### src/rtl/cordic_pkg.sv
// Shared CORDIC datapath types: default sample width, signed sample type and
// the add/sub select encodings driven by the rotation-direction sign bit.
package cordic_pkg;

  localparam int DATA_W = 8;

  typedef logic signed [DATA_W-1:0] data_t;

  localparam logic SEL_ADD = 1'b0;
  localparam logic SEL_SUB = 1'b1;

endpackage

### src/rtl/addorsub_mux2_core.sv
// Purpose: combinational 2:1 select between add-path and subtract-path values.
// Latency: 0 cycles (pure combinational).
// Backpressure: none; follows its inputs every cycle.
module addorsub_mux2_core #(
  parameter int DATA_W = cordic_pkg::DATA_W
) (
  input  logic [DATA_W-1:0] d0_i,
  input  logic [DATA_W-1:0] d1_i,
  input  logic              sel_i,
  output logic [DATA_W-1:0] y_o
);
  import cordic_pkg::*;

  assign y_o = (sel_i == SEL_SUB) ? d1_i : d0_i;

endmodule

### src/rtl/addorsub_mux2_reg.sv
// Purpose: registered add/sub select feeding the next CORDIC stage, with valid flag.
// Latency: 1 cycle from in_valid to out_valid; y_output holds when idle.
// Backpressure: none; accepts a sample every cycle.
module addorsub_mux2_reg #(
  parameter int                 DATA_W    = cordic_pkg::DATA_W,
  parameter logic [DATA_W-1:0]  RESET_VAL = '0
) (
  input  logic                     clk,
  input  logic                     rst,
  input  logic [DATA_W-1:0]        d0_in,
  input  logic [DATA_W-1:0]        d1_in,
  input  logic                     sel_in,
  input  logic                     in_valid,
  output logic signed [DATA_W-1:0] y_output,
  output logic                     out_valid
);
  import cordic_pkg::*;

  logic [DATA_W-1:0] sel_y;
  logic [DATA_W-1:0] y_d, y_q;
  logic              vld_d, vld_q;

  addorsub_mux2_core #(
    .DATA_W (DATA_W)
  ) u_core (
    .d0_i  (d0_in),
    .d1_i  (d1_in),
    .sel_i (sel_in),
    .y_o   (sel_y)
  );

  // Idle cycles keep the last result so the next stage can sample it late.
  always_comb begin
    y_d   = y_q;
    vld_d = 1'b0;
    if (in_valid) begin
      y_d   = sel_y;
      vld_d = 1'b1;
    end
  end

  always_ff @(posedge clk) begin
    if (rst) begin
      y_q   <= RESET_VAL;
      vld_q <= 1'b0;
    end else begin
      y_q   <= y_d;
      vld_q <= vld_d;
    end
  end

  assign y_output  = $signed(y_q);
  assign out_valid = vld_q;

  a_sel_known : assert property (@(posedge clk) disable iff (rst)
                                 in_valid |-> !$isunknown(sel_in))
    else $error("sel_in unknown while in_valid is high");

endmodule

### config.mk
export PLATFORM = sky130hd
export DESIGN_NAME = addorsub_mux2_reg
export DESIGN_NICKNAME = d
export VERILOG_FILES = /design/src/rtl/cordic_pkg.sv /design/src/rtl/addorsub_mux2_core.sv /design/src/rtl/addorsub_mux2_reg.sv
export SDC_FILE = /design/constraint.sdc
export NUM_CORES = 1
export LEC_CHECK = 0
export CAP_MARGIN = 20
export CORE_AREA = 2 2 39 41
export CTS_BUF_LIST = sky130_fd_sc_hd__clkbuf_4
export CTS_CLUSTER_DIAMETER = 30
export DETAILED_ROUTE_END_ITERATION = 10
export DIE_AREA = 0 0 41 43
export PLACE_DENSITY_LB_ADDON = 0.12
export SETUP_SLACK_MARGIN = 0.02
export SLEW_MARGIN = 20
export SYNTH_ARGS = -nofsm -noshare
export SYNTH_HDL_FRONTEND = slang
export SYNTH_SLANG_ARGS = --single-unit
export TNS_END_PERCENT = 20
### constraint.sdc
create_clock -name clk -period 0.8 [get_ports clk]
set_input_delay 0.12 -clock clk [delete_from_list [all_inputs] [get_ports clk]]
set_output_delay 0.12 -clock clk [all_outputs]
set_load 0.005 [all_outputs]
==> impl_metrics.json <==
{
  "status": "finished with violations",
  "violations": "setup timing",
  "hold_path_class": "in -> reg",
  "antenna_cells": 0,
  "drt_iter0_drc": 0,
  "p_leak_nw": 0.3334,
  "tightest_slew_ps": 198.4,
  "min_period_ps": 815.5,
  "synth_area_um2": 390.4,
  "cp_slowest_stage_delay_ps": 320,
  "layout_commonest_cell": "clkdlybuf4s50_1",
  "rsz0062_at_grt": "yes",
  "worst_hold_slack_ps": 379.6,
  "dp.cells": 84,
  "fin_ws_ps": -15.51,
  "max-vdd-ir-drop_mv": 0.6484,
  "area_growth_pct": 89.10,
  "dp_hpwl_um": 696.6,
  "stdcell_count": 89,
  "die_w_um": 41,
  "use_met3_pct": 3.141,
  "grt_max_degree": 10,
  "cp_num_buf_inv": 1,
  "antenna_found_initial": 0,
  "drive_above_1_share_pct": 38.36,
  "hold_viol": 0,
  "crit_path_max_fanout": 2,
  "avgSynthCellArea_um2": 10.27,
  "routedWlPerCell_um": 10.81,
  "cts_tree": "yes",
  "drc": 0,
  "critical_path_class": "reg -> out",
  "met1_usage_pct": 18.83,
  "vias": 398,
  "multi_input_area_um2": 176.4,
  "seq_area_frac_synth_pct": 46.15,
  "finClkSkew_ps": 0,
  "overflow": 0,
  "grt.met2_usage_pct": 18.44,
  "top_usage_layer": "met1",
  "cts_made_buffers": 3,
  "grt_pass1_wl_um": 1614,
  "regArea_um2": 190.2,
  "mostFrequentLayoutCells": "clkdlybuf4s50_1 (17), mux2i_1 (8), nor2_1 (8), a211oi_1 (8), dfxtp_2 (8)",
  "syn_nets": 58,
  "clk_root_buffer_cell": "clkbuf_4",
  "start_util_pct": 28.21,
  "setup_tns_ps": -95.93,
  "wl_um": 962,
  "grt_pass1_vias": 381,
  "ant_nets": 0,
  "slew-limit-headroom_pct": 86.69,
  "slowest_stage": "dfxtp_2",
  "drv_cap": 0,
  "rows": 14,
  "arrival_ps": 700,
  "cts_max_level": 1,
  "syn_inst": 38,
  "vias_per_cell": 4.472,
  "synth_seq_cells": 9,
  "setup_viol_count_final": 8,
  "port_buffers": 28,
  "place_ws_ps": -382.9,
  "pwr_density_cell_nw_per_um2": 1577,
  "cts.clk_slew.worst_paths_ps": 70,
  "postCtsSetupRepairBufs": 0,
  "path_delay_family": "flip-flops",
  "synth_warnings": 0,
  "io_pins": 29,
  "track_usage_pct": 13.29,
  "period_share_pct": 101.9,
  "startpoint_type": "register",
  "endpoint_kind": "primary output",
  "fill_cells": 143,
  "ys_types": 8,
  "worst_skew_pair.late_latency_ps": 260,
  "hold_buffers": 0,
  "dr.pass1.iters": 1,
  "cp_cell_sequence": "buf_2",
  "clock_sinks": 9,
  "die_h_um": 43,
  "maxSlewViolCount": 0,
  "max_freq_ghz": 1.226,
  "gp_congestion": 0.5778,
  "clock_path_buffers": 2,
  "die_area_um2": 1763,
  "final_nets": 94,
  "core_um2": 1384,
  "cp.required_ps": 680
}
through the flow:
stage / area, um2 / util, % / power, mW
after CTS: 719.4 / 51.99 / 1.169
after global placement: 714.4 / 51.63 / 0.7822
after floorplan: 390.4 / - / 0.5994
final: 738.2 / 53.35 / 1.165
after global routing: 738.2 / 53.35 / 1.229
after detailed placement: 714.4 / 51.63 / 0.7844
cells by family (layout without fill, tap and decap cells):
logic type,count (synthesis),in the layout,synth area share [%]
AO/OA/AOI/OAI,8,8,15.39
buffers and inverters,4,39,8.653
flip-flops,9,9,46.15
multiplexers,8,8,20.51
AND/OR/NAND/NOR,9,9,9.296
metal layers:
metal,up-vias,wire [um]
met2,16,479
li1,207,-
met3,0,69
met5,-,0
met4,0,0
met1,175,412
worst register-to-register path: cells and delay by family (launching register included):
family,cells,cell delay [ps]
buffers and inverters,1,100
AOI/OAI and AO/OA,1,180
and+or+nand+nor,1,30
DFF,1,340
cells in the mapped netlist:
library cell	n	area share, %
buf_6	2	5.8
a211oi_1	8	15
buf_4	1	1.9
nor2b_1	1	1.6
nor2_1	8	7.7
mux2i_1	8	21
buf_1	1	0.96
dfxtp_1	9	46
where the power goes:
group	switching [mW]	internal (mW)
Sequential	0.0160	0.486
Clock	0.174	0.226
Combinational	0.0827	0.179
registers in the layout, indices dropped and copies added (netlist names):
register / count
out_valid: 1
y_output: 8
path summary, 6_finish.rpt:
check,start,to,slack [ps],cells after the start
worst min-delay path,in_valid,y_output[2]$_SDFFE_PP0P_,380,3
worst min register to register,y_output[6]$_SDFFE_PP0P_,y_output[6]$_SDFFE_PP0P_,480,2
worst max-delay path,y_output[1]$_SDFFE_PP0P_,y_output[1],-20,1
worst max register to register,y_output[3]$_SDFFE_PP0P_,y_output[3]$_SDFFE_PP0P_,70,3
area by class of cell:
cell class	instances	area share, %
Sequential cell	9	25.76
Tap cell	16	2.712
Timing Repair Buffer	35	43.56
Clock buffer	4	4.068
Multi-Input combinational cell	25	23.90
what timing repair did:
action / 4_1_cts / 5_1_grt
gates resized for setup: 48 / 3
gates cloned: 1 / 0
setup endpoints to repair: 17 / 10
pin swaps: 3 / 1
Power figures use the tool's default switching activity.
